<file path="src/rtl/simple_bus_arb_mem.sv">
// Round-robin multi-master simple_bus slave with on-chip memory.
// Serves single and fixed-length burst reads/writes; out-of-range beats raise err.
module simple_bus_arb_mem #(
    parameter int NMASTERS  = 2,
    parameter int AWIDTH    = 8,
    parameter int DWIDTH    = 8,
    parameter int DEPTH     = 256,
    parameter int BURST_LEN = 4
) (
    input  logic                         clk,
    input  logic                         rst,
    input  logic [NMASTERS-1:0]          req,
    input  logic [NMASTERS-1:0]          start,
    input  logic [2*NMASTERS-1:0]        mode,
    input  logic [NMASTERS*AWIDTH-1:0]   addr,
    input  logic [NMASTERS*DWIDTH-1:0]   wdata,
    output logic [NMASTERS-1:0]          gnt,
    output logic [NMASTERS-1:0]          rdy,
    output logic [DWIDTH-1:0]            rdata,
    output logic                         err
);

    localparam int PW = (NMASTERS > 1) ? $clog2(NMASTERS) : 1;
    localparam int CW = $clog2(BURST_LEN + 1);

    localparam logic [1:0] S_IDLE    = 2'd0;
    localparam logic [1:0] S_GRANT   = 2'd1;
    localparam logic [1:0] S_ACCESS  = 2'd2;
    localparam logic [1:0] S_RELEASE = 2'd3;

    logic [1:0]          state_q, state_d;
    logic [PW-1:0]       ptr_q, ptr_d;
    logic [PW-1:0]       owner_q, owner_d;
    logic [NMASTERS-1:0] gnt_q, gnt_d;
    logic [NMASTERS-1:0] rdy_q, rdy_d;
    logic [DWIDTH-1:0]   rdata_q, rdata_d;
    logic                err_q, err_d;
    logic                wr_q, wr_d;
    logic [AWIDTH-1:0]   baddr_q, baddr_d;
    logic [CW-1:0]       beats_q, beats_d;

    logic [DWIDTH-1:0]   mem_q [DEPTH];
    logic                mem_we;
    logic [AWIDTH-1:0]   mem_wa;
    logic [DWIDTH-1:0]   mem_wd;

    logic                found;
    logic [PW-1:0]       winner;
    int unsigned         rr_idx;

    logic                req_w, start_w;
    logic [1:0]          mode_w;
    logic [AWIDTH-1:0]   addr_w;
    logic [DWIDTH-1:0]   wdata_w;

    logic                in_range;
    logic [AWIDTH-1:0]   addr_next;

    // Search upward from ptr+1 so the last owner has lowest priority.
    always_comb begin
        found  = 1'b0;
        winner = '0;
        rr_idx = 0;
        for (int unsigned k = 1; k <= NMASTERS; k++) begin
            rr_idx = (32'(ptr_q) + k) % NMASTERS;
            if (!found && req[rr_idx[PW-1:0]]) begin
                found  = 1'b1;
                winner = rr_idx[PW-1:0];
            end
        end
    end

    always_comb begin
        req_w   = 1'b0;
        start_w = 1'b0;
        mode_w  = '0;
        addr_w  = '0;
        wdata_w = '0;
        for (int unsigned i = 0; i < NMASTERS; i++) begin
            if (owner_q == PW'(i)) begin
                req_w   = req[i];
                start_w = start[i];
                mode_w  = mode[2*i +: 2];
                addr_w  = addr[AWIDTH*i +: AWIDTH];
                wdata_w = wdata[DWIDTH*i +: DWIDTH];
            end
        end
    end

    assign in_range  = 32'(baddr_q) < DEPTH;
    assign addr_next = AWIDTH'((32'(baddr_q) + 32'd1) % DEPTH);

    always_comb begin
        state_d = state_q;
        ptr_d   = ptr_q;
        owner_d = owner_q;
        gnt_d   = gnt_q;
        rdy_d   = '0;
        err_d   = 1'b0;
        rdata_d = rdata_q;
        wr_d    = wr_q;
        baddr_d = baddr_q;
        beats_d = beats_q;
        mem_we  = 1'b0;
        mem_wa  = baddr_q;
        mem_wd  = wdata_w;
        case (state_q)
            S_IDLE: begin
                if (found) begin
                    state_d = S_GRANT;
                    owner_d = winner;
                    gnt_d   = NMASTERS'(1) << winner;
                end
            end
            S_GRANT: begin
                if (!req_w) begin
                    state_d = S_IDLE;
                    gnt_d   = '0;
                end else if (start_w) begin
                    state_d = S_ACCESS;
                    wr_d    = mode_w[0];
                    baddr_d = addr_w;
                    beats_d = mode_w[1] ? CW'(BURST_LEN) : CW'(1);
                end
            end
            S_ACCESS: begin
                rdy_d = gnt_q;
                err_d = !in_range;
                if (wr_q) begin
                    mem_we = in_range;
                end else begin
                    rdata_d = in_range ? mem_q[baddr_q] : '0;
                end
                baddr_d = addr_next;
                beats_d = beats_q - CW'(1);
                if (beats_q == CW'(1)) begin
                    state_d = S_RELEASE;
                end
            end
            default: begin
                state_d = S_IDLE;
                gnt_d   = '0;
                ptr_d   = owner_q;
            end
        endcase
    end

    always_ff @(posedge clk) begin
        if (rst) begin
            state_q <= S_IDLE;
            ptr_q   <= PW'(NMASTERS - 1);
            owner_q <= '0;
            gnt_q   <= '0;
            rdy_q   <= '0;
            rdata_q <= '0;
            err_q   <= 1'b0;
            wr_q    <= 1'b0;
            baddr_q <= '0;
            beats_q <= '0;
        end else begin
            state_q <= state_d;
            ptr_q   <= ptr_d;
            owner_q <= owner_d;
            gnt_q   <= gnt_d;
            rdy_q   <= rdy_d;
            rdata_q <= rdata_d;
            err_q   <= err_d;
            wr_q    <= wr_d;
            baddr_q <= baddr_d;
            beats_q <= beats_d;
        end
    end

    // Storage is deliberately not cleared by reset; a write coinciding with rst is dropped.
    always_ff @(posedge clk) begin
        if (!rst && mem_we) begin
            mem_q[mem_wa] <= mem_wd;
        end
    end

    assign gnt   = gnt_q;
    assign rdy   = rdy_q;
    assign rdata = rdata_q;
    assign err   = err_q;

endmodule

</file>
<file path="config.mk">
export PLATFORM = sky130hd
export DESIGN_NAME = simple_bus_arb_mem
export DESIGN_NICKNAME = d
export VERILOG_FILES = /design/src/rtl/simple_bus_arb_mem.sv
export SDC_FILE = /design/constraint.sdc
export NUM_CORES = 2
export LEC_CHECK = 0
export CORE_MARGIN = 2
export CORE_UTILIZATION = 44
export DETAILED_ROUTE_END_ITERATION = 7
export GPL_TIMING_DRIVEN = 0
export HOLD_SLACK_MARGIN = 0.05
export MAX_ROUTING_LAYER = met4
export PLACE_DENSITY = 0.6
export RECOVER_POWER = 25
export SYNTH_ARGS = -nofsm -noshare
export SYNTH_HDL_FRONTEND = slang
export SYNTH_SLANG_ARGS = --single-unit
</file>
<file path="constraint.sdc">
create_clock -name clk -period 4.9 [get_ports clk]
set_input_delay 0.98 -clock clk [delete_from_list [all_inputs] [get_ports clk]]
set_output_delay 0.98 -clock clk [all_outputs]
set_load 0.03 [all_outputs]
</file>
# Word-level counts from Yosys, hierarchy flattened
# Memories as Yosys holds them, arrays and structs flattened. A register that Yosys moved wholly into a read port is not among the register bits.
# Cells that the tools add are included.
[op_classes]
n_eq_ne = 9
shift = 1
n_reduce_logical = 14
n_mux = 32
n_lt_le_gt_ge = 2
bitwise_logic = 2
n_addsub = 4
[ops]
columns = ["cell", "count"]
rows = [
  ["8-bit two-way mux", 4],
  ["8-bit one-hot mux with 2 select lines", 1],
  ["1-bit two-way mux", 14],
  ["2-bit two-way mux", 7],
  ["2-bit one-hot mux with 3 select lines", 2],
  ["3-bit AND reduction", 4],
  ["2-bit != test (second input constant)", 5],
  ["3-bit two-way mux", 3],
  ["8-bit by 1-bit adder with 8-bit output (second input constant)", 1],
  ["3-bit one-hot mux with 2 select lines", 1],
  ["1-bit by 2-bit < comparator with 1-bit output (second input constant)", 2],
  ["2-bit AND reduction", 2],
  ["3-bit by 1-bit equality test with 1-bit output (second input constant)", 1],
  ["3-bit != test (second input constant)", 1],
  ["3-bit OR reduction", 1],
  ["3-bit by 1-bit subtractor with 3-bit output (second input constant)", 1],
  ["1-bit adder (second input constant)", 2],
  ["2-bit by 1-bit equality test with 1-bit output (second input constant)", 1],
  ["2-bit equality test (second input constant)", 1],
  ["1-bit logical AND", 2],
  ["1-bit zero test", 2],
  ["2-bit zero test", 1],
  ["1-bit inverter", 2],
  ["2-bit nonzero test", 1],
  ["other kinds (2)", 2],
]
[word_totals]
reg_bits = 20
elab_cells = 73
ramBits = 2048
output_inout_bits = 13
n_memories = 1
[mem_list]
columns = ["name", "depth", "width", "read_ports", "rd_clocked_by_memory_dff", "write_ports", "line_no", "text"]
rows = [
  ["mem_q", 256, 8, 1, 1, 1, "42", "logic [DWIDTH-1:0] mem_q [DEPTH];"],
]

# Logic depth before layout (Yosys ltp)
[depth]
ltp_word = 10
ltp_mapped = 13
mapped_depth_nobuf = 7

# Least setup slack after synthesis
# Ideal clock, no wire load.
[synth_timing]
kind = "flip-flop to flip-flop"
startpoint = "register owner_q"
endpoint = "memory mem_q[0][0], data pin"
required_ns = 4.344
path_slack_ns = 1.185
path_buffers = 3
arrival_ns = 3.159
stages_incl_launch_ff = 5
period_less_slack_ns = 3.715
setup_ns = 0.556
path_cell_list = "dfxtp_1 -> clkbuf_1 -> buf_1 -> clkbuf_1 -> mux2_2"
[synth_via]
elab_chain_len = 1
[synth_lines]
columns = ["item", "line_no", "text"]
rows = [
  ["from (decl)", "33", "logic [PW-1:0] owner_q, owner_d;"],
  ["from (signal assigned)", "163", "owner_q <= owner_d;"],
  ["8-bit two-way mux", "80", "if (owner_q == PW'(i)) begin"],
  ["via mem_wd[0]", "45", "logic [DWIDTH-1:0] mem_wd;"],
  ["to (decl)", "42", ""],
]
# The timed path passes the listed nets, and every way through them passes these cells.

==> results.toml <==
[sta]
grt_setup_unrepaired = "yes"
worst-slew-pin-transition_ps = 1800
finalMaxSlewViolations = 310
final_hold_viol_count = 0
relSlewSlack_pct = -23.4
timing.fmax_mhz = 192
setup-tns-final_ps = -28570
finalSetupViolations = 418
final.setup.worst_slack_ps = -297
fin_skew_ps = 34.5
finalHoldWorstSlack_ps = 476
min_period_ps = 5200
timing.final.crit_share_pct = 106

[synthesis]
area_share_of_fa_ha_maj_cells_after_synthesis_pct = 0.0926
synth_top_family_by_area = "multiplexers"
muxShareOfSynthArea_pct = 15.6
synth-warning-count = 0
synth-async-reset-ratio_pct = 0
library_cell_with_the_largest_summed_area_after_synthesis = "sky130_fd_sc_hd__edfxtp_1"
synth.net_count = 3977
synth-seq-area-share_pct = 76.6
synthTopCellsByArea = "sky130_fd_sc_hd__edfxtp_1, sky130_fd_sc_hd__mux4_2, sky130_fd_sc_hd__nor2_1"
postSynthCellCount = 3929
synth_enable_flop_cells = 2048
ys_types = 64
synth_xor_xnor_area_share_pct = 0
ys_dominant_reg_cell = "sky130_fd_sc_hd__edfxtp_1"
synthSimpleGateAreaFrac_pct = 3.39
syn-mean-instance-area_um2 = 20.6
synth-compound-area-share_pct = 2.70
netlist_area_before_placement_mm2 = 0.0810
synth_top_cell_area_share_pct = 75.9
postSynthRegisterBits = 2076

[die]
die_width_um = 433
rows = 157
die_height_um = 433
initial_core_utilization_pct = 44.3
design.die.area_mm2 = 0.188
boundaryPins = 55
floorplan.core_area_mm2 = 0.183

[clocking]
clock_tree_from_tritoncts = "done"
ctsRootBufferMaster = "sky130_fd_sc_hd__clkbuf_16"
tritoncts.num_buffers = 208
clk-insertion-delay-late_ps = 870
clk_pin_slew_worst_paths_ps = 60
sink_count = 2076
htree_levels = 4
hold_buffers = 0
cts_buffer_depth = 3

[grt]
gr-usage-all-layers_pct = 30.9
grt_max_degree = 154
number_of_global_route_vias_before_repair = 42600
first_pass_grt_wire_length_um = 374000
antenna_found_initial = 15
globalRouteOverflowTotal = 0

[critical_path]
worstRegToRegCells = 9
worst_setup_path_startpoint = "baddr_q[2]"
worst_ep_required_time_ps = 5590
rrSetupSlack_ps = -300
setup.worst_path.end = "rdata[0]"
cp-end-kind = "flop"
crit_type = "reg -> reg"
worstPathCellList = "buf_2 -> inv_1 -> nor2_2 -> clkbuf_1 -> a32oi_1 -> a211oi_1 -> a21oi_1 -> nand4b_1 -> a311oi_1"
reg2reg_start = "baddr_q[2]"
crit_fanout = 10
timing.critical_path.slowest_stage_cell = "sky130_fd_sc_hd__clkbuf_1"
regToRegEndpoint = "rdata[0]"
cpPeakStageDelay_ps = 1100
worstSetupStartpointType = "flop"
worst-endpoint-arrival_ps = 5880

[layout]
area.growth.synth_to_final_pct = 14.1
final_net_count = 4259
share_of_cells_above_drive_strength_1_pct = 26.2
finish.instance_area_mm2 = 0.0925
fin_cells = 6854
finalCoreUtilization_pct = 50.5

[pwr]
switching_share_pct = 22.8
cell_internal_pwr_mw = 29.2
leakage_nw = 27.9
clock_power_share_pct = 41.1
total_power_mw = 37.8
power.net_switching_mw = 8.64
power.density_cell_area_mw_per_mm2 = 409
seq_power_share_pct = 52.2
comb_power_share_pct = 6.8
irDropWorstVdd_v = 0.000368

[routing]
via_count = 44600
detail_route.first_pass.iterations = 8
first_iter_violations = 8155
drc = 0
avgViaCountPerCell = 6.50
antenna_violating_nets_remaining = 0
routed_wirelength_um = 281000
routed_length_per_instance_um = 41.0

[placement]
placement.setup.worst_slack_ps = -1420
placedInstanceArea_mm2 = 0.0853
place.detailed.hpwl_um = 185000
finalWeightedCongestion = 0.997
portBuffers = 53
dp.cells = 6467

[flow_run]
drv_cap = 11

[worst_hold_path]
worstHoldPathType = "reg -> reg"

[status]
violations = "max-capacitance violations, max-slew violations, negative setup slack"
result_of_the_run = "finished with violations"
[how the worst min path moves through the flow]
| stage | end | from | slack [ps] | depth (start not counted) |
|---|---|---|---|---|
| after floorplan | beats_q[1] | beats_q[1] | 460 | 2 |
| after global placement | gnt[1] | gnt[1] | 470 | 2 |
| after detailed placement | gnt[1] | gnt[1] | 470 | 2 |
| after CTS | gnt[1] | gnt[1] | 480 | 2 |
| after global routing | gnt[1] | gnt[1] | 520 | 2 |
| final | gnt[1] | gnt[1] | 480 | 2 |
[cell usage in the layout, fill, tap and decap left out, types with 14 or more instances in the layout]
cell / synthesis / routed
sky130_fd_sc_hd__o21ai_0: 35 / 35
sky130_fd_sc_hd__mux2_2: 31 / 25
sky130_fd_sc_hd__buf_4: 59 / 64
sky130_fd_sc_hd__buf_6: 14 / 15
sky130_fd_sc_hd__edfxtp_1: 2048 / 2048
sky130_fd_sc_hd__clkinv_2: 0 / 33
sky130_fd_sc_hd__nand3_1: 64 / 54
sky130_fd_sc_hd__buf_2: 65 / 58
sky130_fd_sc_hd__clkdlybuf4s50_1: 0 / 40
sky130_fd_sc_hd__o221ai_1: 14 / 14
sky130_fd_sc_hd__clkbuf_1: 94 / 131
sky130_fd_sc_hd__dfxtp_1: 28 / 28
sky130_fd_sc_hd__clkbuf_2: 0 / 17
sky130_fd_sc_hd__nor2_4: 0 / 44
sky130_fd_sc_hd__nor2_1: 330 / 190
sky130_fd_sc_hd__mux2i_1: 121 / 121
sky130_fd_sc_hd__a31oi_1: 21 / 21
sky130_fd_sc_hd__nor2_2: 0 / 96
sky130_fd_sc_hd__clkinv_1: 1 / 43
sky130_fd_sc_hd__nand2_1: 167 / 167
sky130_fd_sc_hd__a22oi_1: 44 / 44
sky130_fd_sc_hd__clkbuf_16: 0 / 214
sky130_fd_sc_hd__mux4_2: 491 / 491
sky130_fd_sc_hd__and3_1: 20 / 20
sky130_fd_sc_hd__a21oi_1: 33 / 33
sky130_fd_sc_hd__o22ai_1: 43 / 43
sky130_fd_sc_hd__nor2b_1: 15 / 15
[metal layers]
layer	vias up	track usage (%)	wire, um
met1	23600	39.6	101000
met2	3360	44.1	124000
met3	717	9.14	36700
li1	16900	-	-
met5	-	-	0
met4	0	17.6	19400
[flip-flops by register name, indices dropped and copies added, names as in the netlist]
register / count
wr_q: 1
ptr_q: 1
beats_q: 3
gnt: 2
rdata: 8
rdy: 2
state_q: 2
owner_q: 1
mem_q: 2048
baddr_q: 8
[cell type report]
cell class                 count  area, um^2
tap                         2464        3080
sequential                  2076       62100
clock buffer                 281        5680
clock inverter               100         852
multi-input combinational   1602       18300
timing repair buffer          77        1050
buffer                       234        1370
antenna                        8        20.0
fill                       14700       90600
inverter                      12        45.0
[power groups by stage]
stage          clock network (mW)  logic (mW)  registers, mW
3_3_place_gp                    0        2.38           20.2
2_1_floorplan                   0        1.25           20.1
5_1_grt                      16.2        2.57           19.7
6_report                     15.5        2.55           19.7
3_5_place_dp                    0        2.47           20.1
4_1_cts                      15.6        2.48           19.7
[critical path: cells and delay by family, from the launching register on]
family | cells | cell delay, ps
DFF | 1 | 520
and+or+nand+nor | 2 | 1120
AOI/OAI and AO/OA | 4 | 1370
buffers and inverters | 3 | 1940
[repair_timing]
item,CTS,global route
cloned,0,0
endpoints found under the setup margin,1867,241
gates resized for setup,201,20
setup buffers,0,0
[synth_stat cells (all sizes together) (5+ instances only)]
library cell	number
clkbuf	94
o32ai	7
a32oi	7
ha	6
o21ai	36
nor4	6
nor2	330
nand3b	5
o221ai	14
nand3	64
a21oi	33
a22oi	44
and3	20
buf	145
a22o	6
nand2b	7
a221oi	11
mux2i	121
a211oi	9
a2111oi	12
mux4	491
o22a	10
nor2b	15
o31ai	7
o211ai	9
mux2	31
o22ai	43
o311ai	5
nand2	167
edfxtp	2048
nand4	8
a31oi	21
a311oi	9
inv	11
dfxtp	28
[cell families after synthesis]
family | after synthesis
compound gates | 308
fa+ha+maj | 6
buf+inv | 251
flops | 2076
mux | 643
other cells | 1
simple gates | 644
Note: power is estimated with default switching activity, not from simulation.
